==> src/rtl/selector41_rr_arbiter.sv <==
// Round-robin arbiter sharing one 4:1 WIDTH-bit selector among four requesters.
// Grant, select lines, selected word, valid flag and source index are all
// registered; no combinational path exists from iReq to any output.
module selector41_rr_arbiter #(
   parameter int unsigned WIDTH     = 4,
   parameter int unsigned MAX_BURST = 4
) (
   input  logic             iClk,
   input  logic             iRst,
   input  logic [3:0]       iReq,
   input  logic [WIDTH-1:0] iC0,
   input  logic [WIDTH-1:0] iC1,
   input  logic [WIDTH-1:0] iC2,
   input  logic [WIDTH-1:0] iC3,
   output logic [3:0]       oGnt,
   output logic             oS1,
   output logic             oS0,
   output logic [WIDTH-1:0] oZ,
   output logic             oValid,
   output logic [1:0]       oSrc
);

   typedef enum logic {
      IDLE  = 1'b0,
      GRANT = 1'b1
   } stateT;

   stateT            state;
   logic [1:0]       g;
   logic [1:0]       p;
   logic [3:0]       cnt;

   logic [1:0]       winner;
   logic             found;
   logic [1:0]       scanIdx;
   logic             holderReq;
   logic             othersPending;
   logic             burstDone;
   logic [WIDTH-1:0] selData;

   // Round-robin pick: first set request scanning upward from p+1, wrapping.
   // In GRANT p equals g, so this is also the re-pick order starting at g+1;
   // g is scanned last and therefore never wins while another request is set.
   always_comb begin
      winner  = '0;
      found   = 1'b0;
      scanIdx = '0;
      for (int unsigned i = 0; i < 4; i++) begin
         scanIdx = p + 2'd1 + 2'(i);
         if (!found && iReq[scanIdx]) begin
            winner = scanIdx;
            found  = 1'b1;
         end
      end
   end

   // Holder status and the 4:1 selector driven by the registered grant index.
   always_comb begin
      holderReq     = iReq[g];
      othersPending = |(iReq & ~(4'b0001 << g));
      burstDone     = (cnt == 4'(MAX_BURST));
      case (g)
         2'd0:    selData = iC0;
         2'd1:    selData = iC1;
         2'd2:    selData = iC2;
         default: selData = iC3;
      endcase
   end

   // Arbitration FSM: grant index, last-served pointer, burst counter, grant.
   always_ff @(posedge iClk) begin
      if (iRst) begin
         state <= IDLE;
         g     <= 2'd0;
         p     <= 2'd3;
         cnt   <= '0;
         oGnt  <= '0;
      end else begin
         case (state)
            IDLE: begin
               if (|iReq) begin
                  state <= GRANT;
                  g     <= winner;
                  p     <= winner;
                  cnt   <= 4'd1;
                  oGnt  <= 4'b0001 << winner;
               end
            end
            GRANT: begin
               if (!holderReq && !othersPending) begin
                  state <= IDLE;
                  oGnt  <= '0;
               end else if (!holderReq || (burstDone && othersPending)) begin
                  g     <= winner;
                  p     <= winner;
                  cnt   <= 4'd1;
                  oGnt  <= 4'b0001 << winner;
               end else if (!burstDone) begin
                  cnt   <= cnt + 4'd1;
               end
            end
            default: begin
               state <= IDLE;
               oGnt  <= '0;
            end
         endcase
      end
   end

   // Output word capture: transfer only when the holder is still requesting.
   always_ff @(posedge iClk) begin
      if (iRst) begin
         oZ     <= '0;
         oValid <= 1'b0;
         oSrc   <= 2'd0;
      end else if (state == GRANT && holderReq) begin
         oZ     <= selData;
         oValid <= 1'b1;
         oSrc   <= g;
      end else begin
         oValid <= 1'b0;
      end
   end

   assign oS1 = g[1];
   assign oS0 = g[0];

endmodule

==> config.mk <==
export PLATFORM = sky130hd
export DESIGN_NAME = selector41_rr_arbiter
export DESIGN_NICKNAME = d
export VERILOG_FILES = /design/src/rtl/selector41_rr_arbiter.sv
export SDC_FILE = /design/constraint.sdc
export NUM_CORES = 1
export LEC_CHECK = 0
export ABC_CLOCK_PERIOD_IN_PS = 3950
export BUFFER_PORTS_ARGS = -buffer_cell sky130_fd_sc_hd__buf_2
export CORE_MARGIN = 2
export CORE_UTILIZATION = 50
export CTS_BUF_LIST = sky130_fd_sc_hd__clkbuf_4 sky130_fd_sc_hd__clkbuf_8
export CTS_CLUSTER_DIAMETER = 100
export DETAILED_ROUTE_END_ITERATION = 8
export PLACE_DENSITY = 0.87
export RECOVER_POWER = 25
export SYNTH_ARGS = -nofsm -noshare
export SYNTH_HDL_FRONTEND = slang
export SYNTH_SLANG_ARGS = --single-unit
==> constraint.sdc <==
create_clock -name iClk -period 3.95 [get_ports iClk]
set_input_delay 0.1975 -clock iClk [delete_from_list [all_inputs] [get_ports iClk]]
set_output_delay 0.1975 -clock iClk [all_outputs]
set_load 0.01 [all_outputs]
=== After elaboration in Yosys (flattened, before gate mapping) ===
Index checks and enable logic that the tools add are counted.
Widths: inputs -> output; s select.

* Register bits after elaboration: 20
* Input bits: 22
* Output and inout bits: 13
* Word-level logic and storage cells: 84

* Add/sub/neg operators: 5
* $lt $le $gt $ge: 5
* Equality and inequality tests: 8
* Shifts and indexed selects: 2
* Mux-type cells: 35
* Bitwise gates (word level): 3
* Reductions and logical operators: 18

{| class="wikitable"
|+ Operators by type and width
! cell !! count
|-
| $mux 4 || 7
|-
| $pmux 4 s2 || 2
|-
| $lt 2x3->1 const B || 5
|-
| $mux 2 || 7
|-
| $pmux 4 s3 || 1
|-
| $mux 1 || 11
|-
| $bmux 1 s2 || 5
|-
| $reduce_or 4->1 || 2
|-
| $shl 1x2->4 const A || 2
|-
| $logic_and 1x1->1 || 6
|-
| $reduce_and 3->1 || 2
|-
| $logic_not 1->1 || 5
|-
| $add 2x1->2 const B || 2
|-
| $add 2x2->2 const B || 2
|-
| $add 4x1->4 const B || 1
|-
| $and 4x4->4 || 1
|-
| $eq 4x3->1 const B || 1
|-
| $ne 2x2->1 const B || 2
|-
| $not 4->4 || 1
|-
| $pmux 2 s2 || 1
|-
| $ne 3x1->1 const B || 1
|-
| $ne 3x2->1 const B || 1
|-
| $eq 2x1->1 const B || 1
|-
| $eq 2x2->1 const B || 1
|-
| other kinds (6) || 6
|}

=== Depth between registers and ports, before layout ===
Gate-level depths: netlist (run 1).

* Depth after elaboration: 17
* Mapped depth: 7
* Depth with buffers taken out: 7

=== Worst setup path after synthesis (run 1) ===
Ideal clock, no wire load.

* Path kind: flip-flop to flip-flop
* Start point: reg g[0]
* End point: reg p[0]
* Setup time: 0.120 ns
* Arrival time: 1.632 ns
* Data required time: 3.830 ns
* Path slack: 2.198 ns
* Cell stages (with the launch flop): 6
* Path buffers: 0
* Period minus slack after synthesis: 1.752 ns
* Cell sequence: dfxtp_1 -> mux4_2 -> and2_4 -> a211o_1 -> a21oi_1 -> o21ai_1

* Cells in the longest elaborated chain, start to end: 8
* Elaborated cells on any way between the ends: 14
* Those cells by class: 2 x eq/ne; 1 x shift; 2 x mux; 2 x bitwise; 7 x reduce/logical

{| class="wikitable"
|+ RTL lines
! element !! line !! text
|-
| from (decl) || 29 || <nowiki>logic [1:0] g;</nowiki>
|-
| from (signal assigned) || 83 || <nowiki>g <= winner;</nowiki>
|-
| from (signal assigned) || 94 || <nowiki>g <= winner;</nowiki>
|-
| $shl 1x2->4 || 60 || <nowiki>othersPending = |(iReq & ~(4'b0001 << g));</nowiki>
|-
| $not 4->4 || 60 ||
|-
| $and 4x4->4 || 60 ||
|-
| $reduce_or 4->1 || 60 ||
|-
| $logic_and 1x1->1 / $logic_not 1->1 (equally long branches) || 93, 90 ||
|-
| $logic_or 1x1->1 / $logic_and 1x1->1 (equally long branches) || 93, 90 ||
|-
| $ne 2x1->1 (no line) / $ne 2x2->1 (equally long branches) || -- ||
|-
| $reduce_and 3->1 (no line) * || -- ||
|-
| to (signal assigned) || 84 || <nowiki>p <= winner;</nowiki>
|-
| to (signal assigned) || 95 || <nowiki>p <= winner;</nowiki>
|-
| to (decl) || 30 || <nowiki>logic [1:0] p;</nowiki>
|}

Mark *: on every way between the ends. The rest lies on a longest branch, timed or not. The select of a mux whose other input is x is not followed.
A chain may end at the register's enable or synchronous reset.

=== Worst setup path in the final report (run 1) ===
Ends and elaborated chain as after synthesis.

==> results.cfg, run 1 <==
[global_routing]
use_met1 = 0.2626
grt_max_degree = 19
track_usage = 0.2081
use_met3 = 0.04310
first_global_vias = 953
global_route.usage.met2 = 0.3544
antenna_found_initial = 0
overflow = 0
busiest_layer = met2
grt_first_pass_wirelength_microns = 4236

[sta]
fin_crit_sh = 0.5556
fmax_mhz = 455.7
tns_ns = 0
final_max_slew_viol_count = 0
slew_headroom = 0.5245
finClkSkew_ns = 0.002819
rsz0062_at_grt = no
fin_crit_ns = 2.195
tightestPinTransition_ns = 0.7073
hold_violations = 0
finalSetupViolations = 0

[synth]
seq_area_frac_synth = 0.3486
synthCells = 124
synth_area_sq_mm = 0.001149
ys_warn_count = 0
ys_ff_latch = 20
syn_area_per_cell_sq_um = 9.263
synth.distinct_cells = 42
syn_nets = 148

[clock_tree]
cts.clk_slew.worst_paths_ns = 0.11
cts_setup_buffers = 0
clock_sinks = 20
cts_max_path_buffers = 2
cts_resized = 0
worstSkewPairLatency_ns = 0.30
postCtsHoldBufs = 0
htree_num_levels = 1
cts_buffers = 3
cts_tree = yes
root_buffer = clkbuf_4

[critical_path]
slowest_stage = dfxtp_1
crit_type = flip-flop to flip-flop
worst_path_largest_cell_delay_ns = 0.74
startpoint_type = flip-flop
cp-end-kind = flip-flop
crit_arrival_ns = 2.39
crit_chain = mux4_2 -> and2_4 -> a211o_1 -> a21oi_1 -> o21ai_1
r2r_cells = 5
cp.required_ns = 4.15
critPathMaxFanout = 14

[die]
rows = 17
die_area_sq_mm = 0.002697
initial_core_util = 0.5243
die_h_microns = 51.93
die_w_microns = 51.93
core_sq_mm = 0.002191
io_pins = 35

[flow_run]
max_cap_viol_count = 0

[min_path]
hp-class = input pin to flip-flop
holdPathStages = 2

[pwr]
vdd_ir_drop_max_mv = 0.3186
p_total_mw = 0.5183
p_leak_nw = 0.5301
p_per_area_mw_per_mm2 = 382.2

[layout]
diodes = 0
nets = 182
syn2layout_area_growth_pct = 18.08
drive_gt1_frac = 0.2739
fillers = 185

[place]
hpwl_microns = 2043
routabilityCongestion = 0.8685
io_buffers = 34

[route]
wire_per_inst_microns = 14.40
vias_per_cell = 5.859
drt_iter0_markers = 30
totalWireLength_microns = 2664
drcViolationCount = 0
final_antenna_net_count = 0
drtPass1Iterations = 4
vias = 1084

[outcome]
outcome = finished, final reports clean
-- layer usage --
metal | up-vias | part of all wire
met3 | 4 | 0.089
met4 | 0 | 0.0083
li1 | 531 | -
met1 | 493 | 0.42
met5 | - | 0
met2 | 56 | 0.48
-- Yosys cell counts --
cell	number	area, sq um
dfxtp_1	20	400.4
a21oi_1	9	45.04
inv_1	9	33.78
nor2_1	9	33.78
mux2i_1	7	70.07
mux4_2	5	112.6
nand2_1	4	15.01
nand2b_1	4	25.02
nand3_1	4	20.02
nor3_1	4	20.02
o32ai_1	4	35.03
a211o_1	3	26.28
clkbuf_1	3	11.26
o21ai_1	3	15.01
ha_1	2	25.02
nand3b_1	2	15.01
nand4_1	2	12.51
nor2b_1	2	12.51
o21a_1	2	15.01
o21ai_0	2	10.01
o31ai_1	2	15.01
or2_1	2	12.51
a211oi_1	1	7.510
a211oi_2	1	12.51
a21o_1	1	7.510
a21oi_2	1	8.760
a31oi_1	1	6.260
a32o_1	1	10.01
and2_4	1	8.760
buf_2	1	5.000
clkbuf_4	1	7.510
mux2_1	1	11.26
mux2_2	1	11.26
nand2_2	1	6.260
nand3_2	1	10.01
nor3b_1	1	7.510
nor4_1	1	6.260
nor4_2	1	12.51
o31a_1	1	8.760
or2_2	1	6.260
or3_1	1	6.260
or4_1	1	7.510
-- worst paths after layout --
path,slack (ns),end,start
worst max register to register,1.76,p[0],g[0]
worst min register to register,0.48,oSrc[1],oSrc[1]
worst min-delay path,0.27,oZ[2],iRst
worst max-delay path,1.76,p[0],g[0]
-- kinds of logic (layout without fill, tap and decap cells) --
family,Yosys count,after routing,synth area share
AND/OR/NAND/NOR,42,42,0.2070
AO/OA/AOI/OAI,32,32,0.1939
buffers and inverters,14,47,0.05010
multiplexers,14,14,0.1787
adder cells (fa/ha/maj),2,2,0.02178
flip-flops,20,20,0.3486
-- metrics by stage --
step,std cells,hold WS [ns],utilization,area [sq um],worst slack (ns)
finish,185,0.2682,0.6191,1356,1.755
global route,185,0.2770,0.6191,1356,1.583
CTS,185,0.2609,0.6236,1366,1.739
detailed placement,181,0.4593,0.6071,1330,1.758
global placement,181,0.4414,0.6071,1330,1.829
floorplan,124,0.4337,-,1149,2.198
-- critical path, delay by kind of cell (launching register included) --
family,cells,cell delay [ns]
multiplexers,1,0.60
flip-flops,1,0.74
AND/OR/NAND/NOR,1,0.18
AO/OA/AOI/OAI,3,0.57
-- state kept, by name (all words and copies together) (netlist names) --
signal	cells
p	2
oZ	4
oGnt	4
oValid	1
g	2
cnt	4
oSrc	2
state	1
-- where the power goes --
group | internal [mW] | switching (mW)
registers | 0.222 | 0.0277
clock network | 0.0563 | 0.0635
logic | 0.0728 | 0.0756
total | 0.352 | 0.167
-- placed cells by master (no fill, tap or decap), types with 2 or more instances in the layout --
| cell | instances |
|---|---|
| buf_2 | 26 |
| clkbuf_4 | 3 |
| nor2b_1 | 2 |
| o32ai_1 | 4 |
| mux2i_1 | 7 |
| clkbuf_1 | 8 |
| nand3_1 | 4 |
| nor3_1 | 4 |
| ha_1 | 2 |
| inv_1 | 9 |
| o31ai_1 | 2 |
| nand2_1 | 4 |
| mux4_2 | 5 |
| a21oi_1 | 9 |
| o21ai_0 | 2 |
| o21a_1 | 2 |
| nand4_1 | 2 |
| or2_1 | 2 |
| nand3b_1 | 2 |
| nand2b_1 | 4 |
| dfxtp_1 | 20 |
| nor2_1 | 9 |
| o21ai_1 | 3 |
| a211o_1 | 3 |
-- final cells by class --
type | count | area [sq um] | share of cell area
Clock buffer | 4 | 36.28 | 0.02675
Timing Repair Buffer | 34 | 160.2 | 0.1181
Multi-Input combinational cell | 90 | 690.7 | 0.5092
Sequential cell | 20 | 400.4 | 0.2952
Inverter | 9 | 33.78 | 0.02491
Tap cell | 28 | 35.03 | 0.02583
Power figures use the tool's default switching activity.
==> run 2: changes to the inputs <==
Settings changed: ABC_CLOCK_PERIOD_IN_PS 3950 to 2210.
Clock period 3.95 ns to 2.21 ns, I/O delays scaled along.
==> run 2 against run 1 <==
Against the previous run:
- largest power group unchanged
- sequential power is 75% higher
- non-clock buffer count increased by 2
- via count grew 2.7%
- cell area hardly changed
- sequential cell count stayed put
- clock power rose by 44%
- largest cell class unchanged
- die area is the same
- wire length rose by 9.1%
- clock skew decreased by 0.0013 ns
- first-iteration DRC count decreased by 53%
- sequential share of layout area hardly changed
==> results.cfg, run 2 (synthesized netlist as in run 1, its figures left out) <==
[pwr]
p_comb_frac = 0.320
p_per_area_mw_per_mm2 = 660.3
clkPwrFrac = 0.193
power_switching_mw = 0.3008
sw_frac_of_total = 0.3356
p_leak_nw = 0.5336
vdd_ir_drop_max_mv = 0.3979
seqPwrFrac = 0.487
p_int_mw = 0.5955

[sta]
fin_crit_ns = 1.970
finalSetupViolations = 0
hold_violations = 0
rsz0062_at_grt = no
final_max_slew_viol_count = 0
tns_ns = 0
finClkSkew_ns = 0.001518
hold_ws_ns = 0.1830
slew_headroom = 0.6218
tightestPinTransition_ns = 0.5621
fin_crit_sh = 0.8913
fmax_mhz = 507.7

[critical_path]
cp-end-kind = flip-flop
worst_path_largest_cell_delay_ns = 0.46
slowest_stage = dfxtp_1
crit-reg2reg-capture = oGnt[3]
rrSetupSlack_ns = 0.24
r2r_start = g[0]
r2r_cells = 6
cp.required_ns = 2.38
crit_type = flip-flop to flip-flop
critical_path_buf_inv_count = 1
crit_family = compound AO/OA/AOI/OAI gates
crit_arrival_ns = 2.14
startpoint_type = flip-flop
critPathMaxFanout = 9
crit_chain = buf_4 -> mux2_1 -> nand3_1 -> nand2_2 -> a21oi_1 -> o32ai_1

[layout]
final_common_cell = buf_2
largestRegisters = cnt (4), oGnt (4), oZ (4)
final_cell_mix = buf_2 (26), dfxtp_1 (20), inv_1 (9), nor2_1 (9), a21oi_1 (9)
diodes = 0
postLayoutCellArea_sq_mm = 0.001358
nets = 184
drive_gt1_frac = 0.2785
syn2layout_area_growth_pct = 18.19

[global_routing]
grt_first_pass_wirelength_microns = 4574
use_met1 = 0.2663
busiest_layer = met2
grt_max_degree = 19
global_route.usage.met2 = 0.3987
use_met3 = 0.03736
antenna_found_initial = 0
track_usage = 0.2299
overflow = 0
first_global_vias = 1078

[clock_tree]
cts_resized = 0
cts_buffers = 3
clock_sinks = 20
worstSkewPairLatency_ns = 0.30
cts.clk_slew.worst_paths_ns = 0.10
root_buffer = clkbuf_4
postCtsHoldBufs = 0
cts_setup_buffers = 0
cts_tree = yes
cts_max_path_buffers = 2
htree_num_levels = 1

[place]
io_buffers = 34
hpwl_microns = 2153
routabilityCongestion = 0.8842
place_area_sq_mm = 0.001345

[die]
core_sq_mm = 0.002191
io_pins = 35
rows = 17
initial_core_util = 0.5243
die_w_microns = 51.93
die_h_microns = 51.93
die_area_sq_mm = 0.002697

[route]
wire_per_inst_microns = 15.63
drcViolationCount = 0
vias_per_cell = 5.984
vias = 1113
totalWireLength_microns = 2907
final_antenna_net_count = 0
drtPass1Iterations = 4
drt_iter0_markers = 14

[min_path]
hold_end = oSrc[0]
hp-class = input pin to flip-flop
holdPathStages = 2
hp-start = iRst

[flow_run]
max_cap_viol_count = 0

[outcome]
outcome = finished, final reports clean
## run 2: cell types whose count changed in the layout (fill, tap and decap cells not counted)
| cell | delta |
|---|---|
| clkbuf_8 | -1 |
| buf_4 | +2 |
## run 2: worst max path at each step
stage | from | endpoint | slack [ns] | depth (start not counted)
after global routing | g[0] | oGnt[1] | 0.11 | 6
after CTS | g[0] | oGnt[3] | 0.24 | 6
final | g[0] | oGnt[3] | 0.24 | 6
after detailed placement | g[0] | oGnt[3] | 0.23 | 6
after floorplan | g[0] | p[0] | 0.46 | 5
after global placement | g[1] | p[0] | 0.38 | 5
## run 2: through the flow
stage	setup WS, ns	power [mW]	util	cells
after global routing	0.1059	0.9406	0.6196	186
after CTS	0.2375	0.9046	0.6242	186
after detailed placement	0.2295	0.7300	0.6139	183
final	0.2403	0.8963	0.6196	186
after global placement	0.3767	0.7171	0.6139	183
after floorplan	0.4576	0.6387	-	124
## run 2: layout make-up
cell class	count	area, sq um
inverters	9	33.78
multi-input cells	90	690.7
flip-flops and latches	20	400.4
well taps	28	35.03
fillers	202	833.3
clock buffers	3	22.52
repair buffers	36	175.2
## run 2: power groups by stage
stage,sequential [mW],clock (mW),combinational [mW]
detailed placement,0.444,0,0.286
global placement,0.442,0,0.275
floorplan,0.442,0,0.197
CTS,0.436,0.179,0.290
global route,0.442,0.188,0.310
finish,0.437,0.173,0.287
## run 2: worst register-to-register path, stage by stage (launching register included)
cell and delay (ns):
dfxtp_1 0.46, buf_4 0.24, mux2_1 0.33, nand3_1 0.15, nand2_2 0.17, a21oi_1 0.35
o32ai_1 0.14
## run 2: per-layer routing
metal,vias up,share of wire
li1,529,-
met1,530,0.44
met2,45,0.47
met3,9,0.069
met4,0,0.028
met5,-,0
